`src/rtl/cache_pkg.sv`:
```
// Shared types and width helpers for the cache bank miss controller.
package cache_pkg;

  typedef enum logic [2:0] {
    IDLE,
    LOOKUP,
    WB_REQ,
    WB_DATA,
    FILL_REQ,
    FILL_DATA,
    UPDATE,
    RESP
  } state_e;

  localparam int unsigned DEF_TAG_BITS = 20;
  localparam int unsigned DEF_IDX_BITS = 10;

  typedef logic [DEF_TAG_BITS+DEF_IDX_BITS-1:0] line_addr_t;

  // A one-way or one-word configuration still needs a 1-bit field.
  function automatic int unsigned way_w(input int unsigned assoc);
    return (assoc > 1) ? $clog2(assoc) : 1;
  endfunction

  function automatic int unsigned beat_w(input int unsigned words);
    return (words > 1) ? $clog2(words) : 1;
  endfunction

endpackage

```
`src/rtl/cache_miss_ctrl_line_beat_counter.sv`:
```
// Word-within-line counter shared by the writeback and refill data phases.
module line_beat_counter #(
  parameter int unsigned line_words = 4,
  parameter int unsigned BEAT_W = 2
) (
  input  logic              clk_i,
  input  logic              rst_i,
  input  logic              clear,
  input  logic              enable,
  output logic [BEAT_W-1:0] beat,
  output logic              last
);

  logic [BEAT_W-1:0] beat_q;

  assign beat = beat_q;
  assign last = (beat_q == BEAT_W'(line_words - 1));

  always_ff @(posedge clk_i) begin
    if (rst_i || clear) begin
      beat_q <= '0;
    end else if (enable) begin
      beat_q <= last ? '0 : beat_q + BEAT_W'(1);
    end
  end

endmodule

```
`src/rtl/cache_miss_ctrl.sv`:
```
// Miss sequencing controller for one set-associative cache bank: lookup,
// optional dirty-victim writeback, line refill, array/LRU update, response.
//
// state     | meaning
// IDLE      | ready for a CPU request
// LOOKUP    | arrays read, tag compare result sampled
// WB_REQ    | writeback command pending on memory port
// WB_DATA   | streaming victim words to memory
// FILL_REQ  | refill command pending on memory port
// FILL_DATA | writing returned words into the victim way
// UPDATE    | tag/dirty/LRU/store commit
// RESP      | one-cycle response to the CPU
module cache_miss_ctrl
  import cache_pkg::*;
#(
  parameter int unsigned associativity = 4,
  parameter int unsigned idx_bits      = 10,
  parameter int unsigned tag_bits      = 20,
  parameter int unsigned line_words    = 4,
  localparam int unsigned WAY_W        = way_w(associativity),
  localparam int unsigned BEAT_W       = beat_w(line_words)
) (
  input  logic                         clk_i,
  input  logic                         rst_i,
  input  logic                         req_valid_i,
  output logic                         req_ready_o,
  input  logic                         req_we_i,
  input  logic [idx_bits-1:0]          req_idx_i,
  input  logic [tag_bits-1:0]          req_tag_i,
  input  logic                         hit_i,
  input  logic [WAY_W-1:0]             hit_way_i,
  input  logic [WAY_W-1:0]             victim_way_i,
  input  logic                         victim_dirty_i,
  input  logic [tag_bits-1:0]          victim_tag_i,
  output logic [idx_bits-1:0]          arr_idx_o,
  output logic [WAY_W-1:0]             arr_way_o,
  output logic [BEAT_W-1:0]            arr_beat_o,
  output logic                         arr_rd_o,
  output logic                         arr_fill_we_o,
  output logic                         tag_we_o,
  output logic                         cpu_wr_o,
  output logic                         lru_touch_o,
  output logic                         mem_req_valid_o,
  input  logic                         mem_req_ready_i,
  output logic                         mem_we_o,
  output logic [tag_bits+idx_bits-1:0] mem_addr_o,
  output logic                         mem_wbeat_valid_o,
  input  logic                         mem_wbeat_ready_i,
  input  logic                         mem_rbeat_valid_i,
  output logic                         resp_valid_o,
  output logic                         resp_miss_o
);

  state_e state_q, state_d;

  logic                we_q;
  logic                miss_q;
  logic [idx_bits-1:0] idx_q;
  logic [tag_bits-1:0] tag_q;
  logic [tag_bits-1:0] vtag_q;
  logic [WAY_W-1:0]    way_q;

  logic              beat_en;
  logic              beat_clr;
  logic              beat_last;
  logic [BEAT_W-1:0] beat;

  line_beat_counter #(
    .line_words(line_words),
    .BEAT_W    (BEAT_W)
  ) u_beat (
    .clk_i (clk_i),
    .rst_i (rst_i),
    .clear (beat_clr),
    .enable(beat_en),
    .beat  (beat),
    .last  (beat_last)
  );

  assign arr_idx_o  = idx_q;
  assign arr_way_o  = way_q;
  assign arr_beat_o = beat;

  always_ff @(posedge clk_i) begin
    if (rst_i) begin
      state_q <= IDLE;
      we_q    <= 1'b0;
      miss_q  <= 1'b0;
      idx_q   <= '0;
      tag_q   <= '0;
      vtag_q  <= '0;
      way_q   <= '0;
    end else begin
      state_q <= state_d;
      if (state_q == IDLE && req_valid_i) begin
        we_q   <= req_we_i;
        idx_q  <= req_idx_i;
        tag_q  <= req_tag_i;
        miss_q <= 1'b0;
      end
      // Hit way and victim way share one register; arr_way_o follows it.
      if (state_q == LOOKUP) begin
        if (hit_i) begin
          way_q  <= hit_way_i;
          miss_q <= 1'b0;
        end else begin
          way_q  <= victim_way_i;
          vtag_q <= victim_tag_i;
          miss_q <= 1'b1;
        end
      end
    end
  end

  always_comb begin
    state_d           = state_q;
    req_ready_o       = 1'b0;
    arr_rd_o          = 1'b0;
    arr_fill_we_o     = 1'b0;
    tag_we_o          = 1'b0;
    cpu_wr_o          = 1'b0;
    lru_touch_o       = 1'b0;
    mem_req_valid_o   = 1'b0;
    mem_we_o          = 1'b0;
    mem_addr_o        = '0;
    mem_wbeat_valid_o = 1'b0;
    resp_valid_o      = 1'b0;
    resp_miss_o       = 1'b0;
    beat_en           = 1'b0;
    beat_clr          = 1'b0;
    case (state_q)
      IDLE: begin
        req_ready_o = 1'b1;
        if (req_valid_i) state_d = LOOKUP;
      end
      LOOKUP: begin
        arr_rd_o = 1'b1;
        if (hit_i)               state_d = UPDATE;
        else if (victim_dirty_i) state_d = WB_REQ;
        else                     state_d = FILL_REQ;
      end
      WB_REQ: begin
        mem_req_valid_o = 1'b1;
        mem_we_o        = 1'b1;
        mem_addr_o      = {vtag_q, idx_q};
        if (mem_req_ready_i) begin
          beat_clr = 1'b1;
          state_d  = WB_DATA;
        end
      end
      WB_DATA: begin
        arr_rd_o          = 1'b1;
        mem_wbeat_valid_o = 1'b1;
        if (mem_wbeat_ready_i) begin
          beat_en = 1'b1;
          if (beat_last) state_d = FILL_REQ;
        end
      end
      FILL_REQ: begin
        mem_req_valid_o = 1'b1;
        mem_addr_o      = {tag_q, idx_q};
        if (mem_req_ready_i) begin
          beat_clr = 1'b1;
          state_d  = FILL_DATA;
        end
      end
      FILL_DATA: begin
        if (mem_rbeat_valid_i) begin
          arr_fill_we_o = 1'b1;
          beat_en       = 1'b1;
          if (beat_last) state_d = UPDATE;
        end
      end
      UPDATE: begin
        lru_touch_o = 1'b1;
        tag_we_o    = miss_q;
        cpu_wr_o    = we_q;
        state_d     = RESP;
      end
      RESP: begin
        resp_valid_o = 1'b1;
        resp_miss_o  = miss_q;
        state_d      = IDLE;
      end
      default: state_d = IDLE;
    endcase
  end

endmodule
```
`config.mk`:
```
export PLATFORM = sky130hd
export DESIGN_NAME = cache_miss_ctrl
export DESIGN_NICKNAME = d
export VERILOG_FILES = /design/src/rtl/cache_pkg.sv /design/src/rtl/cache_miss_ctrl_line_beat_counter.sv /design/src/rtl/cache_miss_ctrl.sv
export SDC_FILE = /design/constraint.sdc
export NUM_CORES = 1
export LEC_CHECK = 0
export ABC_AREA = 1
export CAP_MARGIN = 25
export CORE_AREA = 10 10 106 108
export DETAILED_ROUTE_END_ITERATION = 10
export DIE_AREA = 0 0 116 118
export GPL_TIMING_DRIVEN = 0
export SLEW_MARGIN = 20
export SYNTH_ARGS = -nofsm -noshare
export SYNTH_HDL_FRONTEND = slang
export SYNTH_SLANG_ARGS = --single-unit
export TNS_END_PERCENT = 1
```
`constraint.sdc`:
```
create_clock -name clk_i -period 1.34 [get_ports clk_i]
set_clock_uncertainty 0.05 [all_clocks]
set_input_delay 0.335 -clock clk_i [delete_from_list [all_inputs] [get_ports clk_i]]
set_output_delay 0.335 -clock clk_i [all_outputs]
set_load 0.01 [all_outputs]
```
==> impl_results.md, run 1 <==
* Synth Register Bits at 59
* Startpoint types: register
* Core area at ~9000 µm²
* Seq pwr share at 28.6%
* Initial core utilization at 29.49%
* Most common cell after layout, fill and taps aside: clkdlybuf4s50_1
* Cell area after synthesis at 2686 µm²
* I/O Buffers at 117
* HP Start: tag_q[2]$_SDFFE_PP0P_
* Pwr/cell area at 1862 nW/µm²
* Row cnt at 35
* Tcrit/Tclk final at 140.3%
* Outcome: complete, but fails checks
* Total track usage at 14.18%
* TritonCTS clock tree: done
* I/O pins at 118
* Sw Pwr at 0.003310 W
* Die X-Extent at 116 µm
* Seq/Total Area, Yosys at about 44%
* Fin nets at 580
* Worst min-delay path class: reg2reg
* Hold slack at 0.4260 ns
* Total gr overflow at 0
* Largest stage delay, worst path at ~0.32 ns
* HPWL Detailed at 7170 µm
* R2r endpoint: vtag_q[17]$_SDFFE_PP0P_
* Max VDD drop at between 600 and 700 µV
* Multi-input logic area at ~1400 µm²
* CTS sink cnt at 59
* Syn Nets at 436
* CP Depth at 8
* Max Buffers Root-to-Sink at 2
* Crit. End Element: primary output
* Routed WL at 9785 µm
* Max-slew violation count at 0
* Worst reg2reg path depth at 10
* Reg2reg start: state_q[0]$_SDFFE_PP0P_
* Fin crit period at ~1.9 ns
* Critical path's slowest cell: dfxtp_2
* Filler Cells Inserted at 925
* Post-synthesis area per instance at 7.221 µm²
* CP bufs+invs at 4
* Worst-path clk slew at 0.07 ns
* Failing checks: negative setup slack
* Setup Viol. Count Final at 96
* DP Area at 4227 µm²
* Antenna violations before repair at 0
* Die area at 13690 µm²
* Setup Total Neg Slack at -25.34 ns
* Max frequency at 0.5320 GHz
* Peak fanout along the critical path at 6
* Most frequent cells in the layout: clkdlybuf4s50_1 (62), dfxtp_1 (55), inv_1 (39)
* Clk pwr share at 23.4%
* Initial DRT Pass Iterations at 4
* Power Internal at approximately 0.0054 W
* Synth Instances at 372
* Finished Cell Area at between 4000 and 5000 µm²
* Ys Warns at 0
* Top Family by Delay on Critical Path: buffers and inverters
* Diode count at 0
* Area growth, synth to finish at 73.64%
* Slew headroom at 68.90%
* Register Area at 1186 µm²
* Fin worst setup slack at -0.5397 ns
* Layout cells sized above 1 at 38.20%
* Endpoint, Worst Hold: tag_q[2]$_SDFFE_PP0P_
* CTS root buf: clkbuf_8
* Final ANT Viol Nets at 0
* DRC Markers at 0
* DIE HEIGHT at 118 µm
* Cts bufs inserted at 9
* Required time worst endpoint at between 0.9 and 1 ns
* Final Hold Viols at 0
* Iter 0 DRT Violations at 60
* Vias/cell at 4.516
* Leakage at 2.008 nW
* Crit path DAT at 1.49 ns
* Clock Latency Late Sink at about 0.34 ns
* Gpl congestion at 0.7762
* WHS Path Cells at 2
* Count of cell types in the netlist at 23
* H-tree levels at 3
* Critical path cell sequence: buf_6, nor2_4, nand2_4, nand2_4, inv_6, clkbuf_16, nor2_4, buf_6
* First-pass GRT wire length at 15510 µm
* Number of vias in the routed layout at 2854
* RSZ-0062 raised after global routing: yes
* R2R setup slack at -0.16 ns
* Combinational power share at between 40% and 50%
* Sw Ratio at between 30% and 40%
* Design Power at approximately 0.0087 W
* Wire per inst at 15.48 µm
* Worst slew pin tran at 0.4664 ns
* Vias in the first global route at approximately 3.0k
* Max Cap Viol at 0
* Critical path type: reg2out
* Pin count of the biggest net entering global routing at 13
==> cells in the mapped netlist, drive strengths merged <==
library cell | count | area, µm²
a21oi | 35 | 178.9
dfxtp | 59 | 1181
nand4 | 1 | 6.260
clkbuf | 7 | 26.28
nor3 | 3 | 26.28
buf | 17 | 166.4
inv | 48 | 180.2
o21ai | 76 | 387.9
a31oi | 2 | 12.51
nor2 | 67 | 274.0
nand2 | 49 | 198.9
nand3 | 7 | 35.03
ha | 1 | 12.51
==> logic make-up (layout without fill, tap and decap cells) <==
| group | after synthesis | count (layout) | share of synthesized area, % |
|---|---|---|---|
| buffers and inverters | 72 | 221 | 13.88 |
| adder cells (fa/ha/maj) | 1 | 1 | 0.4657 |
| AND/OR/NAND/NOR | 127 | 127 | 20.12 |
| AO/OA/AOI/OAI | 113 | 113 | 21.57 |
| flip-flops | 59 | 59 | 43.97 |
==> worst max path at each step <==
stage	from	endpoint	slack [ns]
5_1_grt	state_q[0]$_SDFFE_PP0P_	mem_addr_o[5]	-0.59
6_report	state_q[0]$_SDFFE_PP0P_	mem_addr_o[5]	-0.54
3_3_place_gp	state_q[2]$_SDFFE_PP0P_	mem_addr_o[15]	-0.73
3_5_place_dp	state_q[2]$_SDFFE_PP0P_	mem_addr_o[15]	-0.74
2_1_floorplan	state_q[0]$_SDFFE_PP0P_	mem_addr_o[0]	-0.06
4_1_cts	state_q[0]$_SDFFE_PP0P_	mem_addr_o[0]	-0.57
==> what timing repair did <==
| item | CTS | global route |
|---|---|---|
| hold buffers | 0 | 0 |
| resized for setup | 237 | 44 |
| endpoints found under the hold margin | 0 | 0 |
| cloned | 3 | 1 |
| buffers inserted | 12 | 2 |
| pin swaps | 7 | 5 |
| endpoints found under the setup margin | 105 | 113 |
==> final cells by class <==
class	instances	area share, %
Multi-Input combinational cell	241	30.77
Timing Repair Buffer	134	25.48
Sequential cell	59	25.43
Buffer	23	5.687
Inverter	48	4.345
Tap cell	111	2.977
Clock buffer	9	2.656
Clock inverter	7	2.656
==> sequential cells by signal (all words and copies together) (netlist names) <==
name,count
state_q,3
u_beat.beat,2
arr_way_o,2
we_q,1
tag_q,20
arr_idx_o,10
vtag_q,20
miss_q,1
==> power groups by stage <==
stage	logic, W	registers, W	clock network (W)
finish	0.00417	0.00249	0.00203
global route	0.00455	0.00254	0.00216
CTS	0.00410	0.00245	0.00208
detailed placement	0.00369	0.00248	0
global placement	0.00366	0.00247	0
floorplan	0.00229	0.00251	0
==> through the flow <==
step / util, % / cells / setup slack (ns)
after floorplan: - / 372 / -0.05625
after global placement: 46.40 / 600 / -0.7279
after detailed placement: 46.40 / 600 / -0.7437
after CTS: 50.80 / 631 / -0.5727
after global routing: 51.21 / 632 / -0.5940
final: 51.21 / 632 / -0.5397
==> routing by layer <==
layer,wire [µm],track usage (%)
met1,4363,17.50
met2,4605,22.82
met3,684,4.077
met4,132,4.695
met5,0,0
==> worst register-to-register path, cell delays in order (launching register included) <==
cell and delay (ns):
dfxtp_2 0.32, buf_6 0.13, inv_6 0.04, buf_4 0.14, nor2_4 0.11, nand2_2 0.08, nor2_4 0.15, inv_2 0.08
buf_6 0.15, nor2_1 0.10, nor2_1 0.05
Power figures use the tool's default switching activity.
==> run 2: changes to the inputs <==
--- a/config.mk
+++ b/config.mk
@@ -8,9 +8,9 @@
 export ABC_AREA = 1
 export CAP_MARGIN = 25
 export CORE_AREA = 10 10 106 108
+export CTS_BUF_LIST = sky130_fd_sc_hd__clkbuf_8
 export DETAILED_ROUTE_END_ITERATION = 10
 export DIE_AREA = 0 0 116 118
-export GPL_TIMING_DRIVEN = 0
 export SLEW_MARGIN = 20
 export SYNTH_ARGS = -nofsm -noshare
 export SYNTH_HDL_FRONTEND = slang
==> impl_results.md, run 2 (synthesized netlist as in run 1, its figures left out) <==
* Outcome: complete, but fails checks
* Failing checks: negative setup slack
* Most common cell after layout, fill and taps aside: clkdlybuf4s50_1
* Multi-input logic area at 1493 µm²
* Antenna violations before repair at 0
* H-tree levels at 3
* Seq pwr share at 28.8%
* Worst-path clk slew at 0.07 ns
* Iter 0 DRT Violations at 106
* Register Area at about 1200 µm²
* Leakage at 2.121 nW
* Vias in the first global route at between 3k and 4k
* DIE HEIGHT at roughly 120 µm
* Peak fanout along the critical path at 5
* Combinational power share at between 40% and 50%
* Worst slew pin tran at 0.2678 ns
* Place WS at -0.6708 ns
* Most frequent cells in the layout: clkdlybuf4s50_1 (62), dfxtp_1 (54), buf_4 (52)
* Max-slew violation count at 0
* DRC Markers at 0
* Worst min-delay path class: reg2reg
* Initial DRT Pass Iterations at 4
* Max frequency at ~0.56 GHz
* Initial core utilization at 29.49%
* Startpoint types: register
* I/O pins at 118
* Filler Cells Inserted at 897
* Die area at 13690 µm²
* Setup Viol. Count Final at 94
* Crit path DAT at 1.41 ns
* Max Cap Viol at 0
* Gpl congestion at 0.7900
* Pwr/cell area at 1811 nW/µm²
* Hold slack at 0.4218 ns
* Core area at 9109 µm²
* Number of vias in the routed layout at 2895
* Die X-Extent at 116 µm
* Power Internal at between 0.005 and 0.006 W
* Sw Pwr at ~0.0033 W
* Design Power at 0.008825 W
* Final Hold Viols at 0
* Total track usage at 13.61%
* Slew headroom at 82.14%
* Fin crit period at around 1.8 ns
* Area growth, synth to finish at 81.42%
* Fin worst setup slack at -0.4521 ns
* Total gr overflow at 0
* Met3 Usage GRT at 3.211%
* Row cnt at 35
* Clk pwr share at around 22%
* Max VDD drop at 766.9 µV
* CTS sink cnt at 59
* Pin count of the biggest net entering global routing at 39
* Crit. End Element: primary output
* Max Buffers Root-to-Sink at 2
* I/O Buffers at 117
* M1 GR Usage at between 15 and 20%
* HPWL Detailed at 6908 µm
* Wire per inst at 14.61 µm
* Critical path type: reg2out
* RSZ-0062 raised after global routing: yes
* Cts bufs inserted at 9
* Vias/cell at 4.454
* Busiest layer in global routing: met2
* Tcrit/Tclk final at 133.7%
* Layout cells sized above 1 at 41.93%
* Met2 Usage GRT at 22.89%
* Clock Latency Late Sink at between 0.3 and 0.4 ns
* Routed WL at 9497 µm
* Diode count at 0
* Required time worst endpoint at 0.95 ns
* TritonCTS clock tree: done
* Final ANT Viol Nets at 0
* Fin nets at 598
* Sw Ratio at 37.05%
* First-pass GRT wire length at 15140 µm
* CTS root buf: clkbuf_8
[run 2: cell count changes in the layout (fill, tap and decap cells not counted), moves of 7 or more]
| cell | delta |
|---|---|
| buf_4 | +37 |
| clkbuf_2 | -11 |
| o21ai_0 | -11 |
| nor2_1 | +7 |
| o21ai_2 | +24 |
| nand2_2 | -7 |
| buf_6 | -12 |
| nor2_2 | -7 |
| o21ai_1 | -13 |
[run 2: worst paths after layout]
path,endpoint,depth (start not counted),startpoint,slack (ns)
worst max-delay path,mem_addr_o[9],7,state_q[1]$_SDFFE_PP0P_,-0.45
worst min-delay path,tag_q[19]$_SDFFE_PP0P_,2,tag_q[19]$_SDFFE_PP0P_,0.42
worst min register to register,tag_q[19]$_SDFFE_PP0P_,2,tag_q[19]$_SDFFE_PP0P_,0.42
worst max register to register,vtag_q[10]$_SDFFE_PP0P_,9,state_q[2]$_SDFFE_PP0P_,-0.22
[run 2: power groups by stage]
stage | Combinational (W) | Sequential [W] | Clock [W]
finish | 0.00437 | 0.00254 | 0.00191
global route | 0.00477 | 0.00260 | 0.00203
CTS | 0.00422 | 0.00253 | 0.00196
detailed placement | 0.00400 | 0.00256 | 0
global placement | 0.00395 | 0.00254 | 0
floorplan | 0.00229 | 0.00251 | 0
[run 2: layout make-up]
type	instances	area share (%)
Clock buffer	12	3.389
Inverter	48	4.005
Timing Repair Buffer	175	33.12
Sequential cell	59	24.52
Tap cell	111	2.850
Clock inverter	4	1.489
Multi-Input combinational cell	241	30.63
[run 2: critical path, stage by stage (launching register included)]
cell and delay, ns:
dfxtp_4 0.38, nor2_4 0.14, nand2_4 0.09, nand2_4 0.09, inv_4 0.05, clkbuf_16 0.16, nor2_4 0.08, buf_6 0.10
[run 2: metrics by stage]
step | instance area (µm²) | std cells | setup TNS (ns) | utilization (%)
after floorplan | 2917 | 372 | -0.8613 | -
after global placement | 4467 | 629 | -35.93 | 49.04
after detailed placement | 4467 | 629 | -37.21 | 49.04
after CTS | 4766 | 649 | -23.43 | 52.32
after global routing | 4873 | 650 | -28.77 | 53.50
final | 4873 | 650 | -21.17 | 53.50
[run 2: per-layer routing]
layer / routed length (µm) / vias up
met5: 0 / -
met4: 116 / 0
met3: 518 / 8
met2: 4732 / 74
met1: 4129 / 1302
li1: - / 1511
[run 2: repair_timing]
action                                  CTS  global route
gates resized for setup                 237            41
cloned                                    1             1
pin swaps                                 7             8
endpoints found under the setup margin  112           104
hold buffers                              0             0
setup buffers                             3             1
